## config.mk

```make
export PLATFORM = sky130hd
export DESIGN_NAME = alu_pipe_ext
export DESIGN_NICKNAME = d
export VERILOG_FILES = /design/src/rtl/alu_pipe_ext.sv
export SDC_FILE = /design/constraint.sdc
export NUM_CORES = 1
export LEC_CHECK = 0
export CAP_MARGIN = 20
export CORE_ASPECT_RATIO = 0.75
export CORE_MARGIN = 1.5
export CORE_UTILIZATION = 54
export CTS_CLUSTER_SIZE = 40
export DETAILED_ROUTE_END_ITERATION = 16
export HOLD_SLACK_MARGIN = 0.1
export PLACE_DENSITY = 0.87
export SYNTH_ARGS = -nofsm -noshare
export SYNTH_HDL_FRONTEND = slang
export SYNTH_SLANG_ARGS = --single-unit
```

## constraint.sdc

```tcl
create_clock -name clk -period 3.34 [get_ports clk]
set_clock_uncertainty 0.15 [all_clocks]
set_input_delay 0.668 -clock clk [delete_from_list [all_inputs] [get_ports clk]]
set_output_delay 0.668 -clock clk [all_outputs]
set_load 0.005 [all_outputs]
```

## src/rtl/alu_pipe_ext.sv

```systemverilog
// Registered ALU with merged immediate extension, signed overflow, unsigned compare
// and an iterative shift-add multiplier behind valid/ready handshakes.
module alu_pipe_ext #(
  parameter int WIDTH = 32,
  parameter int IMM_W = 16
) (
  input  logic             clk,
  input  logic             rst_n,
  input  logic             in_valid,
  output logic             in_ready,
  input  logic [3:0]       op,
  input  logic [WIDTH-1:0] a,
  input  logic [WIDTH-1:0] b,
  input  logic [IMM_W-1:0] imm,
  input  logic             use_imm,
  input  logic             ext_zero,
  output logic             out_valid,
  input  logic             out_ready,
  output logic [WIDTH-1:0] result,
  output logic             zero,
  output logic             overflow,
  output logic             busy
);
  localparam int CNT_W = $clog2(WIDTH + 1);
  localparam logic [3:0] OP_MUL = 4'd8;

  typedef enum logic [1:0] {IDLE, MUL, DONE} state_t;
  typedef struct packed {
    logic [WIDTH-1:0] result;
    logic             zero;
    logic             overflow;
  } rsp_t;

  state_t           state, state_nxt;
  rsp_t             rsp_q, alu_rsp;
  logic [WIDTH-1:0] imm_ext, b_eff, sum, diff;
  logic [WIDTH-1:0] mcand, mplier, acc, acc_sum;
  logic [CNT_W-1:0] cnt;
  logic             accept, mul_last;

  assign imm_ext  = ext_zero ? WIDTH'(imm) : WIDTH'($signed(imm));
  assign b_eff    = use_imm ? imm_ext : b;
  assign in_ready = (state == IDLE) || (state == DONE && out_ready);
  assign accept   = in_valid && in_ready;
  assign out_valid = (state == DONE);
  assign busy     = (state == MUL);
  assign result   = rsp_q.result;
  assign zero     = rsp_q.zero;
  assign overflow = rsp_q.overflow;

  assign sum  = a + b_eff;
  assign diff = a - b_eff;

  always_comb begin
    alu_rsp = '0;
    case (op)
      4'd0: alu_rsp.result = a & b_eff;
      4'd1: alu_rsp.result = a | b_eff;
      4'd2: begin
        alu_rsp.result   = sum;
        alu_rsp.overflow = (a[WIDTH-1] == b_eff[WIDTH-1]) && (sum[WIDTH-1] != a[WIDTH-1]);
      end
      4'd3: begin
        alu_rsp.result   = diff;
        alu_rsp.overflow = (a[WIDTH-1] != b_eff[WIDTH-1]) && (diff[WIDTH-1] != a[WIDTH-1]);
      end
      4'd4: alu_rsp.result = {{(WIDTH-1){1'b0}}, ($signed(a) < $signed(b_eff))};
      4'd5: alu_rsp.result = {{(WIDTH-1){1'b0}}, (a < b_eff)};
      4'd6: alu_rsp.result = a ^ b_eff;
      4'd7: alu_rsp.result = ~(a | b_eff);
      default: alu_rsp.result = '0;
    endcase
    alu_rsp.zero = (alu_rsp.result == '0);
  end

  // One shift-add step per edge; the last step writes the result directly.
  assign acc_sum  = acc + (mplier[0] ? mcand : '0);
  assign mul_last = (cnt == CNT_W'(1));

  always_comb begin
    state_nxt = state;
    case (state)
      IDLE: if (in_valid) state_nxt = (op == OP_MUL) ? MUL : DONE;
      MUL:  if (mul_last) state_nxt = DONE;
      DONE: if (out_ready) begin
        if (in_valid) state_nxt = (op == OP_MUL) ? MUL : DONE;
        else          state_nxt = IDLE;
      end
      default: state_nxt = IDLE;
    endcase
  end

  always_ff @(posedge clk or negedge rst_n) begin
    if (!rst_n) state <= IDLE;
    else        state <= state_nxt;
  end

  always_ff @(posedge clk or negedge rst_n) begin
    if (!rst_n) begin
      rsp_q  <= '0;
      mcand  <= '0;
      mplier <= '0;
      acc    <= '0;
      cnt    <= '0;
    end else if (accept) begin
      if (op == OP_MUL) begin
        mcand  <= a;
        mplier <= b_eff;
        acc    <= '0;
        cnt    <= CNT_W'(WIDTH);
      end else begin
        rsp_q <= alu_rsp;
      end
    end else if (state == MUL) begin
      acc    <= acc_sum;
      mcand  <= mcand << 1;
      mplier <= mplier >> 1;
      cnt    <= cnt - CNT_W'(1);
      if (mul_last) begin
        rsp_q.result   <= acc_sum;
        rsp_q.zero     <= (acc_sum == '0);
        rsp_q.overflow <= 1'b0;
      end
    end
  end
endmodule

```

==> metrics.txt, run 1 <==
site row count 50; gr ovfl total 40; io pins 127; outcome did not finish; placed cell areas 19,700 um2; Initial Utilization 0.554; Avg Cell Area, Syn 7.59 um2; CTS root buffer clkbuf_16; Post-synth EDFFs 0; Top FF cell, synth dfrtp_1; largest net degree at the start of global routing 87; Async SR Flop Fraction 1.00; I/O Buffers 126; synthesized cell area 14,000 um2; post-synthesis sequential area ratio 0.247; Die X 189 um; cell count after synthesis 1,840; largest cells by area after synthesis dfrtp_1 25%, ha_1 12%, o21ai_0 7.1%, a21oi_1 5.9%, nand2_1 5.3%; Die Ht 142 um; Halt Stage global routing; Clock Path Buffers 2; Clock Sinks 138; synthesized flop and latch total 138; top cell type's share of synthesized area 0.247; placed instance count 2,753; global-route wire length before repair 147 mm; CTS buffer count 17; synth unique cells 105; vias in the first global route 23,800; most common cell in the netlist o21ai_0; Halt Reason [ERROR GRT-0116] Global routing finished with congestion. Check the congestion regions in the DRC Viewer.; gr usage total 0.734; most instantiated cells after synthesis 199 x o21ai_0, 196 x nand2_1, 185 x nor2_1; Synth area leader dfrtp_1; net count after synthesis 2,071; routability cong. 1.20; hpwl dp 48.0 mm; H-tree Lvls 4; Synth Warn # 0
cell families after synthesis:
| family | after synthesis | synth area share |
|---|---|---|
| buf+inv | 210 | 0.0614 |
| mux | 20 | 0.0143 |
| simple gates | 638 | 0.218 |
| fa+ha+maj | 141 | 0.128 |
| compound gates | 637 | 0.296 |
| flops | 138 | 0.247 |
| xor+xnor | 56 | 0.0351 |
metrics by stage:
stage | TNS (ns) | worst slack, ns | util
floorplan | -7.07 | -1.10 | -
global placement | -25.30 | -1.56 | 0.781
detailed placement | -31.46 | -1.75 | 0.781
CTS | -8.20 | -0.917 | 0.876
metal layers:
| layer | track usage | overflow |
|---|---|---|
| met2 | 0.901 | 23 |
| met1 | 0.728 | 0 |
| met4 | 0.711 | 17 |
| met5 | 0.271 | 0 |
| met3 | 0.605 | 0 |
repair_timing:
action	4_1_cts
hold buffers	1
buffers inserted	59
endpoints found under the hold margin	59
endpoints found under the setup margin	44
resized for setup	302
pin swaps	93
gates cloned	1
==> run 2: changes to the inputs <==
==> config.mk (replaced) <==
export PLATFORM = sky130hd
export DESIGN_NAME = alu_pipe_ext
export DESIGN_NICKNAME = d
export VERILOG_FILES = /design/src/rtl/alu_pipe_ext.sv
export SDC_FILE = /design/constraint.sdc
export NUM_CORES = 1
export LEC_CHECK = 0
export CAP_MARGIN = 20
export CORE_MARGIN = 1.5
export CORE_UTILIZATION = 40
export DETAILED_ROUTE_END_ITERATION = 16
export PLACE_DENSITY_LB_ADDON = 0.15
export SYNTH_ARGS = -nofsm -noshare
export SYNTH_HDL_FRONTEND = slang
export SYNTH_SLANG_ARGS = --single-unit
==> constraint.sdc (replaced) <==
create_clock -name clk -period 4.35 [get_ports clk]
set_clock_uncertainty 0.15 [all_clocks]
set_input_delay 0.87 -clock clk [delete_from_list [all_inputs] [get_ports clk]]
set_output_delay 0.87 -clock clk [all_outputs]
set_load 0.005 [all_outputs]
==> run 2 against run 1 <==
  * Synthesized cell count did not move
  * The flow now finishes, with violations (setup timing)
  * Synthesized area did not move
==> metrics.txt, run 2 <==
post-synthesis mux area share 0.0143 (unchanged); placed cell areas 19,300 um2 (was 19,700 um2); share of post-route cells with drive strength above 1 0.311; design area 21,200 um2; initial antenna violation count 0; clk slew on worst S/H paths 0.07 ns; Power Density 362 nW/um2; CP Class primary input to flip-flop; Initial Utilization 0.406 (was 0.554); Vias/cell 5.66; vias in the first global route 16,286; top cell type's share of synthesized area 0.247 (unchanged); hpwl dp 48.7 mm (was 48.0 mm); Post-synth EDFFs 0 (unchanged); Die Ht 190 um (was 142 um); Layout area overhead 51.8%; CP Data Required Time 4.59 ns; CP Buf/Inv Count 6; crit-path max FO 4; Antenna Cells 0; I/O Buffers 126 (unchanged); CP Cell Sequence clkdlybuf4s50_1, inv_1, ha_2, buf_4, nor4bb_1, buf_4, o21ai_0, a21oi_1, buf_4, o211ai_1, a21oi_2, o31a_1, nand2b_1, a31oi_2, buf_4, nand4_1, nor4_4, a32oi_1, a21bo_1; RSZ-0062 raised after global routing true; fin nets 2,654; Tmin final 4.50 ns; largest cells by area after synthesis dfrtp_1 25%, ha_1 12%, o21ai_0 7.1%, a21oi_1 5.9%, nand2_1 5.3% (unchanged); max cap viols 0; Worst IR Drop VDD 0.313 mV; most common cell after layout, fill and taps aside buf_4; synthesized cell area 14,000 um2 (unchanged); Die ar. 36,100 um2; outcome finished with violations (was did not finish); H-tree Lvls 4 (unchanged); setup ws final -0.153 ns; Tcrit/Tclk final 1.04; global-route wire length before repair 93.8 mm; CTS root buffer clkbuf_16 (unchanged); clock latency at the later pin of the worst-skew pair 0.46 ns; Pleak 0.00983 uW; Worst path top cell family by delay compound AO/OA/AOI/OAI gates; gr usage total 0.343; CTS buffer count 17 (unchanged); CP Capture Type flip-flop; DR WL/cell 21.3 um; Final ANT Viol Nets 0; Synth Warn # 0 (unchanged); Max Slew Vio Count 0; CP Launch Type primary input; drc violations 0; io pins 127 (unchanged); Pre-Repair DR Iteration Count 7; most instantiated cells after synthesis 199 x o21ai_0, 196 x nand2_1, 185 x nor2_1 (unchanged); Clock Path Buffers 2 (unchanged); WP data arrival 4.74 ns; worst-margin pin slew 0.847 ns; final setup TNS -0.153 ns; total routed wirelength 61.6 mm; via count 16,368; largest net degree at the start of global routing 82; Rel. slew slack 0.435; delay of the slowest critical-path stage 0.49 ns; most frequent CP cell buf_4; synth unique cells 105 (unchanged); main combinational cell family by area after synthesis compound AO/OA/AOI/OAI gates (unchanged); site row count 68 (was 50); failing checks setup timing; Adder-Cell Fraction of Synth Area 0.128 (unchanged); simple-gate portion of the synthesized area 0.218 (unchanged); Fmax 222 MHz; total power 7680 uW; Synth area leader dfrtp_1 (unchanged); core area 34,500 um2; Critical-path top delay cell clkdlybuf4s50_1; synthesized flop and latch total 138 (unchanged); Hold Crit Class primary input to async pin; Avg Cell Area, Syn 7.59 um2 (unchanged); Top FF cell, synth dfrtp_1 (unchanged); Die X 190 um (was 189 um); most frequent cells in the layout 520 x buf_4, 193 x nand2_1, 176 x o21ai_0, 176 x nor2_1, 154 x a21oi_1; Fin. Hold Viols 0; Async SR Flop Fraction 1.00 (unchanged); Clock Sinks 138 (unchanged); gr ovfl total 0; worst slack, placed -1.07 ns (was -1.75 ns); routability cong. 0.971 (was 1.20); post-synthesis sequential area ratio 0.247 (unchanged); net count after synthesis 2,071 (unchanged); DRT iter0 DRCs 1,077; Setup-failing EPs final 1; Synth Area in Compound Gates 0.296 (unchanged); cell count after synthesis 1,840 (unchanged); xor-xnor portion of the synthesized cell area 0.0351 (unchanged); CTS tree built; most common cell in the netlist o21ai_0 (unchanged)
[run 2: cell counts after synthesis]
Identical to the previous run, type by type.
[run 2: cell type report]
class	count	area, um2
fill	3234	13200
multi-input combinational	1492	10700
timing repair buffer	669	5520
sequential	138	3450
tap	455	569
clock buffer	18	439
inverter	105	397
clock inverter	14	161
[run 2: path summary, 6_finish.rpt]
check / slack, ns / cells after the start / to / startpoint
worst max-delay path: -0.15 / 19 / zero$_DFFE_PN0P_ / a[9]
worst min-delay path: 0.32 / 1 / mplier[28]$_DFFE_PN0P_ / rst_n
worst max register to register: 0.04 / 16 / zero$_DFFE_PN0P_ / mplier[0]$_DFFE_PN0P_
worst min register to register: 0.32 / 2 / mplier[2]$_DFFE_PN0P_ / mplier[2]$_DFFE_PN0P_
max in group asynchronous: 2.84 / 2 / acc[30]$_DFFE_PN0P_ / rst_n
min in group clk: 0.32 / 2 / mplier[2]$_DFFE_PN0P_ / mplier[2]$_DFFE_PN0P_
[run 2: cells by family after synthesis]
family | after synthesis
buffers and inverters | 210
adder cells (fa/ha/maj) | 141
AO/OA/AOI/OAI | 637
multiplexers | 20
AND/OR/NAND/NOR | 638
XOR/XNOR | 56
flip-flops | 138
[run 2: metal layers]
metal  global-route usage  share of wire  vias up
met2                0.585           0.48      593
met5                    0              0        -
met4                0.171          0.052        0
met3               0.0365          0.050      137
met1                0.429           0.42     7807
li1                     -              -     7831
[run 2: report_power, final]
group	leakage, uW	switching, uW	total, uW	internal [uW]
Clock	0.000296	682	1560	875
Combinational	0.00779	2130	4020	1900
Sequential	0.00175	333	2090	1760
[run 2: timing repair]
item / CTS / global route
gates resized for setup: 147 / 78
hold buffers: 0 / 0
buffers inserted: 28 / 18
setup endpoints to repair: 12 / 8
pin swaps: 59 / 50
gates cloned: 1 / 0
[run 2: stage by stage]
step / hold WS, ns / instances / utilization
3_5_place_dp: 0.316 / 2814 / 0.560
2_1_floorplan: 0.295 / 1840 / -
6_report: 0.317 / 2891 / 0.616
5_1_grt: 0.350 / 2891 / 0.616
4_1_cts: 0.331 / 2873 / 0.600
3_3_place_gp: 0.308 / 2814 / 0.560
[run 2: worst register-to-register path: cells and delay by family, from the launching register on]
kind | cells | cell delay, ns
compound gates | 5 | 1.22
xor+xnor | 1 | 0.21
fa+ha+maj | 2 | 0.67
buf+inv | 1 | 0.17
flops | 1 | 0.42
simple gates | 7 | 1.40
No activity file was read; power rests on OpenSTA's default activity.
